[config.mk]
export PLATFORM = sky130hd
export DESIGN_NAME = mmio_lsu_controller
export DESIGN_NICKNAME = d
export VERILOG_FILES = /design/src/rtl/mmio_lsu_controller.sv
export SDC_FILE = /design/constraint.sdc
export NUM_CORES = 1
export LEC_CHECK = 0
export CAP_MARGIN = 20
export CORE_ASPECT_RATIO = 0.75
export CORE_MARGIN = 1.5
export CORE_UTILIZATION = 41
export DETAILED_ROUTE_END_ITERATION = 7
export HOLD_SLACK_MARGIN = 0.1
export PLACE_DENSITY = 0.82
export REMOVE_ABC_BUFFERS = 1
export SLEW_MARGIN = 20
export SYNTH_ARGS = -nofsm -noshare
export SYNTH_HDL_FRONTEND = slang
export SYNTH_SLANG_ARGS = --single-unit
[constraint.sdc]
create_clock -name clk_i -period 4.4 [get_ports clk_i]
set_clock_uncertainty 0.05 [all_clocks]
set_input_delay 1.32 -clock clk_i [delete_from_list [all_inputs] [get_ports clk_i]]
set_output_delay 1.32 -clock clk_i [all_outputs]
set_load 0.05 [all_outputs]
[src/rtl/mmio_lsu_controller.sv]
// Load/store unit with lane alignment, misalignment reject and MMIO registers.
// Define MMIO_CYCLE_COUNTER_EN to map a free-running cycle counter after the input port.
module mmio_lsu_controller #(
  parameter logic [31:0] IO_BASE     = 32'h100,
  parameter int          NUM_OUT     = 2,
  parameter int          OUT_W       = 4,
  parameter int          IN_W        = 4,
  parameter int          SYNC_STAGES = 2
) (
  input  logic                     clk_i,
  input  logic                     rst_i,
  input  logic                     req_i,
  input  logic                     we_i,
  input  logic [2:0]               funct3_i,
  input  logic [31:0]              addr_i,
  input  logic [31:0]              wdata_i,
  output logic [31:0]              rdata_o,
  output logic                     done_o,
  output logic                     misaligned_o,
  output logic                     mem_req_o,
  output logic [3:0]               mem_be_o,
  output logic [31:0]              mem_addr_o,
  output logic [31:0]              mem_wdata_o,
  input  logic [31:0]              mem_rdata_i,
  input  logic                     mem_ack_i,
  input  logic [IN_W-1:0]          gpio_in_i,
  output logic [NUM_OUT*OUT_W-1:0] gpio_out_o
);

  typedef enum logic [1:0] {IDLE, MEM, RESP} state_t;

`ifdef MMIO_CYCLE_COUNTER_EN
  localparam int IO_LAST = NUM_OUT + 1;
`else
  localparam int IO_LAST = NUM_OUT;
`endif

  state_t state, state_nx;

  logic [31:0] addr_q;
  logic [2:0]  f3_q;
  logic        we_q;
  logic [3:0]  be_q;
  logic [31:0] wd_q;
  logic        mis_q;
  logic [31:0] rdata_q;

  logic [NUM_OUT-1:0][OUT_W-1:0]   out_q;
  logic [SYNC_STAGES-1:0][IN_W-1:0] sync_q;
  logic [IN_W-1:0]                  in_sync;

  logic [29:0] io_off;
  logic        io_hit;
  logic        misal;
  logic        accept;
  logic [3:0]  st_be;
  logic [31:0] st_wd;
  logic [31:0] io_rword;
  logic [31:0] io_wword;

`ifdef MMIO_CYCLE_COUNTER_EN
  logic [31:0] cnt_q;
`endif

  function automatic logic [3:0] be_of(input logic [2:0] f3,
                                       input logic [1:0] a);
    logic [3:0] be;
    unique case (1'b1)
      f3[1]:   be = 4'hF;
      f3[0]:   be = 4'b0011 << a;
      default: be = 4'b0001 << a;
    endcase
    return be;
  endfunction

  function automatic logic [31:0] wd_of(input logic [2:0]  f3,
                                        input logic [31:0] wd);
    logic [31:0] d;
    unique case (1'b1)
      f3[1]:   d = wd;
      f3[0]:   d = {2{wd[15:0]}};
      default: d = {4{wd[7:0]}};
    endcase
    return d;
  endfunction

  function automatic logic [31:0] extract(input logic [31:0] w,
                                          input logic [2:0]  f3,
                                          input logic [1:0]  a);
    logic [31:0] sh;
    logic [31:0] r;
    sh = w >> {a, 3'b000};
    unique case (1'b1)
      f3[1]:   r = w;
      f3[0]:   r = f3[2] ? {16'h0, sh[15:0]}
                         : {{16{sh[15]}}, sh[15:0]};
      default: r = f3[2] ? {24'h0, sh[7:0]}
                         : {{24{sh[7]}}, sh[7:0]};
    endcase
    return r;
  endfunction

  assign accept = (state == IDLE) && req_i;
  assign io_off = addr_i[31:2] - IO_BASE[31:2];
  assign io_hit = (addr_i[31:2] >= IO_BASE[31:2])
               && (io_off <= 30'(IO_LAST));
  assign misal  = funct3_i[1] ? (|addr_i[1:0])
                              : (funct3_i[0] & addr_i[0]);
  assign st_be  = be_of(funct3_i, addr_i[1:0]);
  assign st_wd  = wd_of(funct3_i, wdata_i);
  assign in_sync = sync_q[SYNC_STAGES-1];

  always_comb begin
    io_rword = 32'h0;
    for (int k = 0; k < NUM_OUT; k++)
      if (io_off == 30'(k)) io_rword = 32'(out_q[k]);
    if (io_off == 30'(NUM_OUT)) io_rword = 32'(in_sync);
`ifdef MMIO_CYCLE_COUNTER_EN
    if (io_off == 30'(NUM_OUT + 1)) io_rword = cnt_q;
`endif
  end

  // Byte-lane merge keeps unwritten lanes of the register's current value
  always_comb begin
    io_wword = io_rword;
    for (int b = 0; b < 4; b++)
      if (st_be[b]) io_wword[8*b +: 8] = st_wd[8*b +: 8];
  end

  always_ff @(posedge clk_i or posedge rst_i) begin
    if (rst_i) state <= IDLE;
    else       state <= state_nx;
  end

  always_comb begin
    state_nx = state;
    unique case (state)
      IDLE: if (req_i) state_nx = (misal || io_hit) ? RESP : MEM;
      MEM:  if (mem_ack_i) state_nx = RESP;
      RESP: state_nx = IDLE;
      default: state_nx = IDLE;
    endcase
  end

  always_comb begin
    done_o       = (state == RESP);
    misaligned_o = (state == RESP) && mis_q;
    mem_req_o    = (state == MEM) && !rst_i;
  end

  always_ff @(posedge clk_i or posedge rst_i) begin
    if (rst_i) begin
      addr_q  <= '0;
      f3_q    <= '0;
      we_q    <= 1'b0;
      be_q    <= '0;
      wd_q    <= '0;
      mis_q   <= 1'b0;
      rdata_q <= '0;
      out_q   <= '0;
    end else begin
      if (accept) begin
        addr_q <= addr_i;
        f3_q   <= funct3_i;
        we_q   <= we_i;
        be_q   <= we_i ? st_be : 4'h0;
        wd_q   <= st_wd;
        mis_q  <= misal;
        if (!misal && io_hit) begin
          if (we_i) begin
            for (int k = 0; k < NUM_OUT; k++)
              if (io_off == 30'(k)) out_q[k] <= io_wword[OUT_W-1:0];
          end else begin
            rdata_q <= extract(io_rword, funct3_i, addr_i[1:0]);
          end
        end
      end
      if (state == MEM && mem_ack_i && !we_q)
        rdata_q <= extract(mem_rdata_i, f3_q, addr_q[1:0]);
    end
  end

  always_ff @(posedge clk_i or posedge rst_i) begin
    if (rst_i) sync_q <= '0;
    else       sync_q <= {sync_q[SYNC_STAGES-2:0], gpio_in_i};
  end

`ifdef MMIO_CYCLE_COUNTER_EN
  always_ff @(posedge clk_i or posedge rst_i) begin
    if (rst_i)
      cnt_q <= '0;
    else if (accept && !misal && io_hit && we_i
             && io_off == 30'(NUM_OUT + 1))
      cnt_q <= '0;
    else
      cnt_q <= cnt_q + 32'd1;
  end
`endif

  assign rdata_o     = rdata_q;
  assign mem_be_o    = be_q;
  assign mem_addr_o  = {addr_q[31:2], 2'b00};
  assign mem_wdata_o = wd_q;
  assign gpio_out_o  = out_q;

endmodule

==> results.sh <==
export IMPL_synth_async_reset_ratio=1.000
export IMPL_setup_viol=0
export IMPL_rsz0062_at_grt="false"
export IMPL_cp_slowest_cell="clkdlybuf4s50_1"
export IMPL_ir_worst_vdd_mv=0.3477
export IMPL_hold_worst_slack_ps=289.7
export IMPL_htreeDepth=4
export IMPL_wl_um=17650
export IMPL_hold_viol=0
export IMPL_drc_errors=0
export IMPL_cts_tree="done"
export IMPL_antenna_found_initial=0
export IMPL_die_h_um=108.6
export IMPL_cts_sinks=123
export IMPL_insertion_delay_ps=400
export IMPL_io_pins=219
export IMPL_cts_reportedPaths_clkPinSlew_ps=60
export IMPL_hp_class="flop to flop"
export IMPL_final_cells=1037
export IMPL_ys_seq_area_frac=0.5052
export IMPL_cts_hold_fix_buffers=0
export IMPL_cts_resized=0
export IMPL_wl_per_cell_um=17.02
export IMPL_status="complete, no violations"
export IMPL_grt_pass1_wl_um=27580
export IMPL_grt_pass1_vias=5151
export IMPL_core_area_mm2=0.01450
export IMPL_p_leak_nw=3.914
export IMPL_fin_nets=932
export IMPL_vias_per_cell=5.159
export IMPL_synth_top_area_share=0.5052
export IMPL_synth_edf_count=0
export IMPL_fp_dieW_um=143.8
export IMPL_path_class="primary input to output pin"
export IMPL_postRouteAntennaNets=0
export IMPL_synth_area_leader_cell="dfrtp_1"
export IMPL_finalCritPeriodShare=0.7902
export IMPL_ys_seq_elements=123
export IMPL_power_density_mw_per_mm2=671.7
export IMPL_cp_data_required_time_ps=3030
export IMPL_drive_above_1_share=0.08722
export IMPL_area_delta_synth_final_pct=44.98
export IMPL_io_buffers=216
export IMPL_track_usage=0.2315
export IMPL_tightest_slew_ps=868.2
export IMPL_synth_area_mm2=0.006092
export IMPL_netlist_top_cells_area="dfrtp_1 51%, nand2_1 12%, buf_4 4.1%"
export IMPL_cp_cell_sequence="clkdlybuf4s50_1 -> nor2_1 -> buf_4"
export IMPL_numCtsBuffers=17
export IMPL_vias=5350
export IMPL_diodes=0
export IMPL_startpoint_type="primary input"
export IMPL_cts_root_buf="clkbuf_16"
export IMPL_slowest_delay_ps=460
export IMPL_slew_headroom=0.4193
export IMPL_avgSynthCellArea_um2=9.372
export IMPL_yosys_warnings=0
export IMPL_start_util=0.4201
export IMPL_synthDistinctLibCells=53
export IMPL_ys_flop_type="dfrtp_1"
export IMPL_cap_violations=0
export IMPL_grt_ovfl_total=0
export IMPL_placement_rows=38
export IMPL_die_area_mm2=0.01561
export IMPL_netlist_instances=650
export IMPL_final_min_clock_period_ps=3477
export IMPL_crit_fanout=2
export IMPL_hpwlAfterDp_um=12680
export IMPL_dp_cells=1004
export IMPL_post_cts_setup_buffers=0
export IMPL_gp_congestion=0.8175
export IMPL_max_freq_mhz=287.6
export IMPL_critPathCaptureType="output pin"
export IMPL_slew_violations=0
export IMPL_dr_pass1_iters=4
export IMPL_grt_max_degree=66
export IMPL_utilization=0.6091
export IMPL_drt_initial_drc_count=243
export IMPL_worstPathArrival_ps=2110
export IMPL_cts_path_max_buffers=2
[worst paths after layout]
check / slack (ps) / end / cells after the start / startpoint
max in group asynchronous: 2130 / rdata_o[2] / 3 / rst_i
hold reg to reg: 290 / in_sync[3] / 0 / sync_q[3]
setup reg to reg: 1990 / rdata_o[31] / 6 / addr_q[1]
hold / removal: 290 / in_sync[3] / 0 / sync_q[3]
setup / recovery: 920 / mem_req_o / 3 / rst_i
min in group asynchronous: 1330 / addr_q[12] / 2 / rst_i
[critical path, delay by kind of cell]
kind / cells / cell delay, ps
and+or+nand+nor: 1 / 120
buffers and inverters: 2 / 660
[sequential cells by signal, summed over array words and instances, names as in the netlist]
register     cells
we_q             1
sync_q           4
rdata_o         32
state            2
mis_q            1
in_sync          4
mem_wdata_o     32
addr_q          32
f3_q             3
gpio_out_o       8
mem_be_o         4
[synthesized netlist by cell type (2+ instances only)]
library cell  instances
a211o_1               3
a21oi_1              42
a221oi_1              8
a22o_1               21
a22o_2                3
a22oi_1              10
a32oi_1               7
and2_1                9
buf_1                 6
buf_2                 6
buf_4                33
buf_6                 2
clkbuf_1             25
dfrtp_1             123
inv_1                 4
mux2_1                8
mux2_2                8
mux2i_1              17
nand2_1             202
nand2b_1              7
nand3_1               7
nand3b_1              2
nor2_1               26
nor2b_1               5
nor3_1                3
nor3b_2               2
nor4_1                2
nor4_4                2
o21ai_0              26
o2bb2ai_1             5
o31ai_1               4
[per-layer routing]
layer	up-vias	GRT usage	wire, µm
met5	-	0	0
met4	0	0.06195	149
li1	2556	-	-
met3	12	0.09433	1696
met1	2584	0.3080	7964
met2	198	0.3492	7836
[power by group]
group | switching, mW | total (mW) | internal [mW]
clock network | 0.551 | 1.52 | 0.969
registers | 0.226 | 1.70 | 1.47
logic | 1.78 | 2.72 | 0.939
total | 2.55 | 5.93 | 3.38
[through the flow]
step / worst slack, ps / instance area [µm²] / total power [mW] / TNS (ps)
after floorplan: -240.9 / 5679 / 3.420 / -32380
after global placement: 735.9 / 8184 / 4.386 / 0
after detailed placement: 678.8 / 8184 / 4.422 / 0
after CTS: 921.9 / 8817 / 5.958 / 0
after global routing: 888.1 / 8832 / 6.197 / 0
final: 923.0 / 8832 / 5.933 / 0
[cells in the final DEF (no fill, tap or decap), types with 2 or more instances in the layout]
cell type | netlist | final
clkdlybuf4s50_1 | 0 | 215
nand2_1 | 202 | 201
dfrtp_1 | 123 | 123
a21oi_1 | 42 | 41
nor2_1 | 26 | 26
o21ai_0 | 26 | 26
a22o_1 | 21 | 21
mux2i_1 | 17 | 17
clkbuf_16 | 0 | 17
a22oi_1 | 10 | 10
and2_1 | 9 | 9
buf_4 | 33 | 9
a221oi_1 | 8 | 8
mux2_1 | 8 | 8
mux2_2 | 8 | 8
nand3_1 | 7 | 7
nand2b_1 | 7 | 7
a32oi_1 | 7 | 7
nor2b_1 | 5 | 5
o2bb2ai_1 | 5 | 5
o31ai_1 | 4 | 4
bufinv_16 | 0 | 4
clkinvlp_4 | 0 | 4
inv_1 | 4 | 3
nor3_1 | 3 | 3
a211o_1 | 3 | 3
a22o_2 | 3 | 3
inv_6 | 0 | 3
nand3b_1 | 2 | 2
nor3b_4 | 1 | 2
nor4_4 | 2 | 2
nor4_1 | 2 | 2
conb_1 | 1 | 2
[cell type report]
type | instances | area (µm²)
Clock inverter | 13 | 190.2
Tap cell | 200 | 250.2
Sequential cell | 123 | 3078
Fill cell | 1215 | 5669
Multi-Input combinational cell | 452 | 2599
Clock buffer | 19 | 442.9
Inverter | 4 | 17.52
Timing Repair Buffer | 226 | 2255
[logic make-up after synthesis]
| logic type | count (synthesis) | share of synthesized area |
|---|---|---|
| flops | 123 | 0.5052 |
| buf+inv | 76 | 0.07086 |
| xor+xnor | 1 | 0.002671 |
| simple gates | 280 | 0.2089 |
| compound gates | 136 | 0.1542 |
| mux | 33 | 0.05751 |
| other cells | 1 | 0.0006156 |
Power figures use the tool's default switching activity.
